[config.mk]
export PLATFORM = sky130hd
export DESIGN_NAME = spi_sram_bridge_flat
export DESIGN_NICKNAME = d
export VERILOG_FILES = /design/src/rtl/spi_sram_bridge_if.sv /design/src/rtl/spi_sram_bridge.sv /design/src/flat_wrapper.sv
export SDC_FILE = /design/constraint.sdc
export NUM_CORES = 1
export LEC_CHECK = 0
export CAP_MARGIN = 20
export CORE_MARGIN = 4
export CORE_UTILIZATION = 54
export DETAILED_ROUTE_END_ITERATION = 10
export DONT_BUFFER_PORTS = 1
export PLACE_DENSITY = 0.74
export SETUP_SLACK_MARGIN = 0.15
export SKIP_LAST_GASP = 1
export SYNTH_ARGS = -nofsm -noshare
export SYNTH_HDL_FRONTEND = slang
export SYNTH_SLANG_ARGS = --single-unit
[constraint.sdc]
create_clock -name clock_50 -period 2.7 [get_ports clock_50]
set_input_delay 0.54 -clock clock_50 [delete_from_list [all_inputs] [get_ports clock_50]]
set_output_delay 0.54 -clock clock_50 [all_outputs]
set_load 0.01 [all_outputs]
[src/rtl/spi_sram_bridge_if.sv]
// Signal bundle between the bridge and its SPI byte port, CoCo bus and SRAM pins.
interface spi_sram_bridge_if #(
  parameter int ADDR_W    = 16,
  parameter int NUM_BANKS = 2
);
  localparam int BANK_BITS = $clog2(NUM_BANKS);
  localparam int LOW_W     = ADDR_W - BANK_BITS;

  logic                 spi_rx_valid;
  logic [7:0]           spi_rx_data;
  logic                 spi_tx_load;
  logic [7:0]           spi_tx_data;
  logic [LOW_W-1:0]     c_addr;
  logic [BANK_BITS-1:0] c_bank;
  logic                 c_sel;
  logic                 c_rw;
  logic                 c_halt_req;
  logic                 c_halt_ack;
  logic [LOW_W-1:0]     m_addr;
  logic [NUM_BANKS-1:0] m_cs_n;
  logic                 m_oe_n;
  logic                 m_we_n;
  logic [7:0]           m_dout;
  logic                 m_dout_en;
  logic [7:0]           m_din;
  logic                 spi_control;

  modport slave (
    input  spi_rx_valid, spi_rx_data, c_addr, c_bank, c_sel, c_rw, c_halt_ack, m_din,
    output spi_tx_load, spi_tx_data, c_halt_req, m_addr, m_cs_n, m_oe_n, m_we_n,
           m_dout, m_dout_en, spi_control
  );

  modport master (
    output spi_rx_valid, spi_rx_data, c_addr, c_bank, c_sel, c_rw, c_halt_ack, m_din,
    input  spi_tx_load, spi_tx_data, c_halt_req, m_addr, m_cs_n, m_oe_n, m_we_n,
           m_dout, m_dout_en, spi_control
  );
endinterface

[src/rtl/spi_sram_bridge.sv]
// SPI-to-SRAM bridge: byte commands from the SPI slave drive counted SRAM bursts
// once the CoCo has been halted; otherwise the CoCo bus passes straight through.
module spi_sram_bridge #(
  parameter int ADDR_W    = 16,
  parameter int NUM_BANKS = 2,
  parameter int WR_PULSE  = 6,
  parameter int RD_WAIT   = 3
) (
  input logic              clock_50,
  input logic              reset,
  spi_sram_bridge_if.slave bus
);
  localparam int BANK_BITS = $clog2(NUM_BANKS);
  localparam int LOW_W     = ADDR_W - BANK_BITS;
  localparam int AB        = (ADDR_W + 7) / 8;
  localparam int TMR_W     = $clog2(WR_PULSE + RD_WAIT + 1);

  typedef enum logic [3:0] {
    IDLE, ADDR, WCNT, WDATA, WPULSE, WHOLD, RCNT, RFETCH, RDUMMY, ACQ
  } state_t;

  state_t            state_q, state_d;
  logic [ADDR_W-1:0] addr_q, addr_d;
  logic [8:0]        count_q, count_d;
  logic              err_q, err_d;
  logic              ctl_q, ctl_d;
  logic              halt_q, halt_d;
  logic [TMR_W-1:0]  tmr_q, tmr_d;
  logic [1:0]        bcnt_q, bcnt_d;
  logic [7:0]        dout_q, dout_d;
  logic [7:0]        tx_data_q, tx_data_d;
  logic              tx_load_q, tx_load_d;
  logic              mem_cs, mem_oe, mem_we, mem_den;
  logic              rx;
  logic [7:0]        rx_byte;

  assign rx      = bus.spi_rx_valid;
  assign rx_byte = bus.spi_rx_data;

  always_ff @(posedge clock_50 or negedge reset) begin
    if (!reset) begin
      state_q   <= IDLE;
      addr_q    <= '0;
      count_q   <= '0;
      err_q     <= 1'b0;
      ctl_q     <= 1'b0;
      halt_q    <= 1'b0;
      tmr_q     <= '0;
      bcnt_q    <= '0;
      dout_q    <= '0;
      tx_data_q <= '0;
      tx_load_q <= 1'b0;
    end else begin
      state_q   <= state_d;
      addr_q    <= addr_d;
      count_q   <= count_d;
      err_q     <= err_d;
      ctl_q     <= ctl_d;
      halt_q    <= halt_d;
      tmr_q     <= tmr_d;
      bcnt_q    <= bcnt_d;
      dout_q    <= dout_d;
      tx_data_q <= tx_data_d;
      tx_load_q <= tx_load_d;
    end
  end

  always_comb begin
    state_d   = state_q;
    addr_d    = addr_q;
    count_d   = count_q;
    err_d     = err_q;
    ctl_d     = ctl_q;
    halt_d    = halt_q;
    tmr_d     = tmr_q;
    bcnt_d    = bcnt_q;
    dout_d    = dout_q;
    tx_data_d = tx_data_q;
    tx_load_d = 1'b0;
    mem_cs    = 1'b0;
    mem_oe    = 1'b0;
    mem_we    = 1'b0;
    mem_den   = 1'b0;
    unique case (state_q)
      IDLE: if (rx) begin
        case (rx_byte)
          8'h01: begin state_d = ADDR; bcnt_d = '0; end
          8'h02: state_d = WCNT;
          8'h03: state_d = RCNT;
          8'h04: begin state_d = ACQ; halt_d = 1'b1; end
          8'h05: begin ctl_d = 1'b0; halt_d = 1'b0; end
          8'h06: begin
            tx_data_d = {ctl_q, halt_q, err_q, 5'b0};
            tx_load_d = 1'b1;
            err_d     = 1'b0;
          end
          default: ;
        endcase
      end
      ADDR: if (rx) begin
        addr_d = {addr_q[ADDR_W-9:0], rx_byte};
        bcnt_d = bcnt_q + 2'd1;
        if (bcnt_q == 2'(AB - 1)) state_d = IDLE;
      end
      WCNT, RCNT: if (rx) begin
        count_d = (rx_byte == 8'h00) ? 9'd256 : {1'b0, rx_byte};
        tmr_d   = '0;
        state_d = (state_q == WCNT) ? WDATA : RFETCH;
      end
      WDATA: if (rx) begin
        count_d = count_q - 9'd1;
        if (ctl_q) begin
          mem_cs  = 1'b1;
          dout_d  = rx_byte;
          tmr_d   = '0;
          state_d = WPULSE;
        end else begin
          err_d = 1'b1;
          if (count_q == 9'd1) state_d = IDLE;
        end
      end
      // Bytes landing inside a pulse are lost but still consume the burst count.
      WPULSE, WHOLD: begin
        mem_cs  = 1'b1;
        mem_den = 1'b1;
        if (rx) begin
          err_d = 1'b1;
          if (count_q != 9'd0) count_d = count_q - 9'd1;
        end
        if (state_q == WPULSE) begin
          mem_we = 1'b1;
          tmr_d  = tmr_q + TMR_W'(1);
          if (tmr_q == TMR_W'(WR_PULSE - 1)) state_d = WHOLD;
        end else begin
          addr_d  = addr_q + ADDR_W'(1);
          state_d = (count_d == 9'd0) ? IDLE : WDATA;
        end
      end
      RFETCH: begin
        if (!ctl_q) begin
          tx_data_d = 8'hFF;
          tx_load_d = 1'b1;
          err_d     = 1'b1;
          state_d   = RDUMMY;
        end else begin
          mem_cs = 1'b1;
          mem_oe = 1'b1;
          tmr_d  = tmr_q + TMR_W'(1);
          if (tmr_q == TMR_W'(RD_WAIT - 1)) begin
            tx_data_d = bus.m_din;
            tx_load_d = 1'b1;
            state_d   = RDUMMY;
          end
        end
        // An early byte counts as the dummy: skip this fetch and advance.
        if (rx) begin
          err_d     = 1'b1;
          tx_data_d = tx_data_q;
          tx_load_d = 1'b0;
          addr_d    = addr_q + ADDR_W'(1);
          count_d   = count_q - 9'd1;
          tmr_d     = '0;
          state_d   = (count_q == 9'd1) ? IDLE : RFETCH;
        end
      end
      RDUMMY: if (rx) begin
        addr_d  = addr_q + ADDR_W'(1);
        count_d = count_q - 9'd1;
        tmr_d   = '0;
        state_d = (count_q == 9'd1) ? IDLE : RFETCH;
      end
      ACQ: begin
        if (rx) err_d = 1'b1;
        if (bus.c_halt_ack && !bus.c_sel) begin
          ctl_d   = 1'b1;
          state_d = IDLE;
        end
      end
      default: state_d = IDLE;
    endcase
  end

  logic [NUM_BANKS-1:0] cs_n;
  logic [LOW_W-1:0]     maddr;
  logic                 oe_n, we_n, den;

  always_comb begin
    cs_n = '1;
    if (ctl_q) begin
      maddr = addr_q[LOW_W-1:0];
      if (mem_cs) cs_n[addr_q[ADDR_W-1 -: BANK_BITS]] = 1'b0;
      oe_n  = ~mem_oe;
      we_n  = ~mem_we;
      den   = mem_den;
    end else begin
      maddr              = bus.c_addr;
      cs_n[bus.c_bank]   = ~bus.c_sel;
      oe_n               = ~(bus.c_sel & bus.c_rw);
      we_n               = 1'b1;
      den                = 1'b0;
    end
  end

  assign bus.m_addr      = maddr;
  assign bus.m_cs_n      = cs_n;
  assign bus.m_oe_n      = oe_n;
  assign bus.m_we_n      = we_n;
  assign bus.m_dout      = dout_q;
  assign bus.m_dout_en   = den;
  assign bus.spi_tx_data = tx_data_q;
  assign bus.spi_tx_load = tx_load_q;
  assign bus.c_halt_req  = halt_q;
  assign bus.spi_control = ctl_q;
endmodule

[src/flat_wrapper.sv]
// flat-port wrapper written by rule: the top's interface ports become plain ports
module spi_sram_bridge_flat 
#(
  parameter int ADDR_W    = 16,
  parameter int NUM_BANKS = 2,
  parameter int WR_PULSE  = 6,
  parameter int RD_WAIT   = 3
)
  (clock_50, reset, bus_spi_rx_valid, bus_spi_rx_data, bus_c_addr, bus_c_bank, bus_c_sel, bus_c_rw, bus_c_halt_ack, bus_m_din, bus_spi_tx_load, bus_spi_tx_data, bus_c_halt_req, bus_m_addr, bus_m_cs_n, bus_m_oe_n, bus_m_we_n, bus_m_dout, bus_m_dout_en, bus_spi_control);
  spi_sram_bridge_if #(.ADDR_W(ADDR_W), .NUM_BANKS(NUM_BANKS)) bus_i ();
  input logic clock_50;
  input logic reset;
  input wire logic [$bits(bus_i.spi_rx_valid)-1:0] bus_spi_rx_valid;
  input wire logic [$bits(bus_i.spi_rx_data)-1:0] bus_spi_rx_data;
  input wire logic [$bits(bus_i.c_addr)-1:0] bus_c_addr;
  input wire logic [$bits(bus_i.c_bank)-1:0] bus_c_bank;
  input wire logic [$bits(bus_i.c_sel)-1:0] bus_c_sel;
  input wire logic [$bits(bus_i.c_rw)-1:0] bus_c_rw;
  input wire logic [$bits(bus_i.c_halt_ack)-1:0] bus_c_halt_ack;
  input wire logic [$bits(bus_i.m_din)-1:0] bus_m_din;
  output wire logic [$bits(bus_i.spi_tx_load)-1:0] bus_spi_tx_load;
  output wire logic [$bits(bus_i.spi_tx_data)-1:0] bus_spi_tx_data;
  output wire logic [$bits(bus_i.c_halt_req)-1:0] bus_c_halt_req;
  output wire logic [$bits(bus_i.m_addr)-1:0] bus_m_addr;
  output wire logic [$bits(bus_i.m_cs_n)-1:0] bus_m_cs_n;
  output wire logic [$bits(bus_i.m_oe_n)-1:0] bus_m_oe_n;
  output wire logic [$bits(bus_i.m_we_n)-1:0] bus_m_we_n;
  output wire logic [$bits(bus_i.m_dout)-1:0] bus_m_dout;
  output wire logic [$bits(bus_i.m_dout_en)-1:0] bus_m_dout_en;
  output wire logic [$bits(bus_i.spi_control)-1:0] bus_spi_control;
  assign bus_i.spi_rx_valid = bus_spi_rx_valid;
  assign bus_i.spi_rx_data = bus_spi_rx_data;
  assign bus_i.c_addr = bus_c_addr;
  assign bus_i.c_bank = bus_c_bank;
  assign bus_i.c_sel = bus_c_sel;
  assign bus_i.c_rw = bus_c_rw;
  assign bus_i.c_halt_ack = bus_c_halt_ack;
  assign bus_i.m_din = bus_m_din;
  assign bus_spi_tx_load = bus_i.spi_tx_load;
  assign bus_spi_tx_data = bus_i.spi_tx_data;
  assign bus_c_halt_req = bus_i.c_halt_req;
  assign bus_m_addr = bus_i.m_addr;
  assign bus_m_cs_n = bus_i.m_cs_n;
  assign bus_m_oe_n = bus_i.m_oe_n;
  assign bus_m_we_n = bus_i.m_we_n;
  assign bus_m_dout = bus_i.m_dout;
  assign bus_m_dout_en = bus_i.m_dout_en;
  assign bus_spi_control = bus_i.spi_control;
  spi_sram_bridge #(.ADDR_W(ADDR_W), .NUM_BANKS(NUM_BANKS), .WR_PULSE(WR_PULSE), .RD_WAIT(RD_WAIT)) u_core (.clock_50(clock_50), .reset(reset), .bus(bus_i));
endmodule
==> impl_metrics.yaml <==
floorplan:
  io_pins: 77
  dieHeight_um: 93.0
  dieArea_um2: 8650
  dieWidth_um: 93.0
  design.core.area_um2: 6910
  start_util_pct: 56.5
  placementRows: 30
sta:
  fin_crit_sh_pct: 92.8
  maxSlewViolCount: 0
  finalHoldViolCount: 0
  max_slew_margin_pct: 52.0
  fmax_ghz: 0.399
  post-route-min-period_ps: 2500
  rsz0062_at_grt: "yes"
  tightestPinTransition_ps: 717
  setup_slack_ps: 196
  fin_hold_ws_ps: 90.4
  finalSetupViolations: 0
  tns_ps: 0
  skew_ps: 8.56
worst_setup_path:
  worstPathRequired_ps: 2160
  worstSetupEndpointType: "primary output"
  r2r_start: "u_core.count_q[1]"
  startpoint_type: "flip-flop"
  crit_arrival_ps: 1960
  reg2reg_depth: 8
  crit_path_max_fanout: 20
  timing.rr.end: "u_core.state_q[0]"
  critPathKind: "reg -> out"
  rrSetupSlack_ps: 200
place:
  place_inst: 557
  dp_hpwl_um: 7730
  place_congestion: 1.01
  io_buffer_count: 0
  place_ws_ps: 146
drt:
  routed.top_layer: "met4"
  dr.pass1.iters: 5
  drt-initial-drc-count: 425
  wl_um: 10600
  num_vias: 3731
  routedWlPerCell_um: 18.8
  viasPerCell: 6.60
  dr_wl_met3_um: 1170
  antenna_left: 0
  wl_met2_um: 4840
  met1_length_um: 4490
  drc: 0
clocking:
  cts.path.max_buffers: 2
  root_buffer: "clkbuf_8"
  numClockSinks: 55
  clock_latency_ps: 300
  post_cts.repair.setup_buffers: 0
  cts_buffers: 5
  htreeDepth: 2
  path_clk_slew_ps: 100
  cts_tree: "yes"
job:
  maxCapViolCount: 0
logic_synthesis:
  synth_edf_count: 0
  synth_top_area_share_pct: 35.3
  synth.distinct_cells: 64
  synth_xor_area_share_pct: 0.449
  syn_avg_cell_area_um2: 8.15
  synthSimpleGateAreaFrac_pct: 21.3
  synth_nets: 524
  yosysMostFrequentCell: "dfrtp_1"
  async_reset_ff_share_pct: 100
  synthAdderAreaFrac_pct: 2.24
  syn-cell-area_um2: 3900
  ys_ff_latch: 55
  ys_top_cells_by_area: "dfrtp_1 (35%), mux2_2 (6.9%), o21ai_0 (6.7%)"
  yosysWarnings: 0
  synth_ff_type: "dfrtp_1"
  synth_top_family_by_area: "compound AO/OA/AOI/OAI gates"
  synth_compound_area_share_pct: 26.3
  synth-seq-area-share_pct: 35.3
  syn-instance-count: 479
  netlist_top_cells_count: "dfrtp_1 (55), o21ai_0 (52), a21oi_1 (48)"
  synth_top_area_cell: "dfrtp_1"
  synth_mux_area_share_pct: 8.72
finish:
  drive_gt1_share_pct: 14.5
  area_growth_pct: 6.92
  final_nets: 514
  layout.cells.non_filler: 565
  diodes: 0
global_routing:
  grt_use_total_pct: 24.5
  gr-total-overflow: 0
  grt_max_degree: 56
  grt_pass1_wl_um: 17400
  antenna_found_initial: 0
  grt_pass1_vias: 3478
worst_hold_path:
  hold_class: "in -> async"
power_and_ir_drop:
  internal-power_mw: 2.16
  seq_power_share_pct: 39.0
  vdd_ir_drop_max_uv: 590
  clkPwrFrac_pct: 13.4
  swShare_pct: 45.5
  power_density_nw_per_um2: 948
  p_sw_mw: 1.80
  p_leak_nw: 1.67
  pwr-share-comb_pct: 47.6
status:
  outcome: "complete, no violations"
[placed cells by master, fill, tap and decap left out, types with 6 or more instances in the layout]
| master | synthesis | final |
|---|---|---|
| a21oi_1 | 48 | 48 |
| buf_4 | 0 | 16 |
| dfrtp_1 | 55 | 51 |
| ha_1 | 7 | 6 |
| inv_1 | 18 | 18 |
| mux2_2 | 24 | 24 |
| mux2i_1 | 7 | 7 |
| nand2_1 | 38 | 38 |
| nand2b_1 | 8 | 8 |
| nand3_1 | 14 | 14 |
| nand4_1 | 7 | 7 |
| nor2_1 | 40 | 39 |
| nor2b_1 | 7 | 7 |
| nor3_1 | 12 | 12 |
| o21ai_0 | 52 | 52 |
| o22ai_1 | 12 | 12 |
| o31ai_1 | 6 | 6 |
| or3_1 | 6 | 6 |
[how the worst max path moves through the flow]
stage                            from                 to  cells past startpoint
floorplan           u_core.count_q[0]  u_core.state_q[0]                     10
global placement    u_core.count_q[1]  u_core.state_q[0]                      8
detailed placement  u_core.count_q[1]  u_core.state_q[1]                      8
CTS                 u_core.state_q[2]      bus_m_cs_n[1]                      4
global route        u_core.count_q[5]  u_core.state_q[1]                      6
finish              u_core.state_q[3]      bus_m_cs_n[0]                      4
[power groups by stage]
stage               logic [mW]  registers, mW  clock network, mW
floorplan                 1.56           1.30                  0
global placement          1.74           1.53                  0
detailed placement        1.78           1.54                  0
CTS                       1.81           1.52              0.542
global route              2.08           1.59              0.575
finish                    1.88           1.54              0.530
[per-stage QoR]
| stage | instance area [um2] | power (mW) | utilization (%) |
|---|---|---|---|
| 2_1_floorplan | 3900 | 2.85 | - |
| 3_3_place_gp | 4010 | 3.27 | 58.0 |
| 3_5_place_dp | 4010 | 3.32 | 58.0 |
| 4_1_cts | 4140 | 3.88 | 60.0 |
| 5_1_grt | 4170 | 4.25 | 60.4 |
| 6_report | 4170 | 3.96 | 60.4 |
[cells by family after synthesis]
group	count (synthesis)
adders and majority gates	7
DFF	55
xor gates and xnor gates	2
buffers and inverters	53
muxes	31
AOI/OAI and AO/OA	169
and+or+nand+nor	162
[final cells by class]
cell class / instances / area, um2
multi-input combinational: 371 / 2330
tap: 96 / 120
timing repair buffer: 18 / 168
clock inverter: 1 / 30.0
inverter: 18 / 67.6
sequential: 55 / 1380
clock buffer: 6 / 72.6
fill: 631 / 2730
[state kept, by name (all words and copies together), names as in the netlist]
signal / cells
u_core.addr_q: 16
u_core.count_q: 9
u_core.bus.m_dout: 8
u_core.bus.spi_tx_data: 8
u_core.state_q: 4
u_core.tmr_q: 4
u_core.bcnt_q: 2
u_core.bus.c_halt_req: 1
u_core.bus.spi_control: 1
u_core.bus.spi_tx_load: 1
u_core.err_q: 1
[per-layer routing]
metal  GRT usage, %  vias up
li1               -     1746
met1           33.7     1725
met2           39.0      239
met3           6.76       21
met4           4.76        0
met5              0        -
[what timing repair did]
item	CTS	global route
hold endpoints to repair	55	0
pin swaps	0	0
setup endpoints to repair	4	6
gates cloned	0	0
gates resized for setup	2	8
hold buffers	1	0
[critical path, stage by stage (launching register included)]
cell and delay, ps:
dfrtp_2 580, nand2b_1 310, nor2_1 100, o31ai_1 370, o32a_1 300
Power figures use the tool's default switching activity.
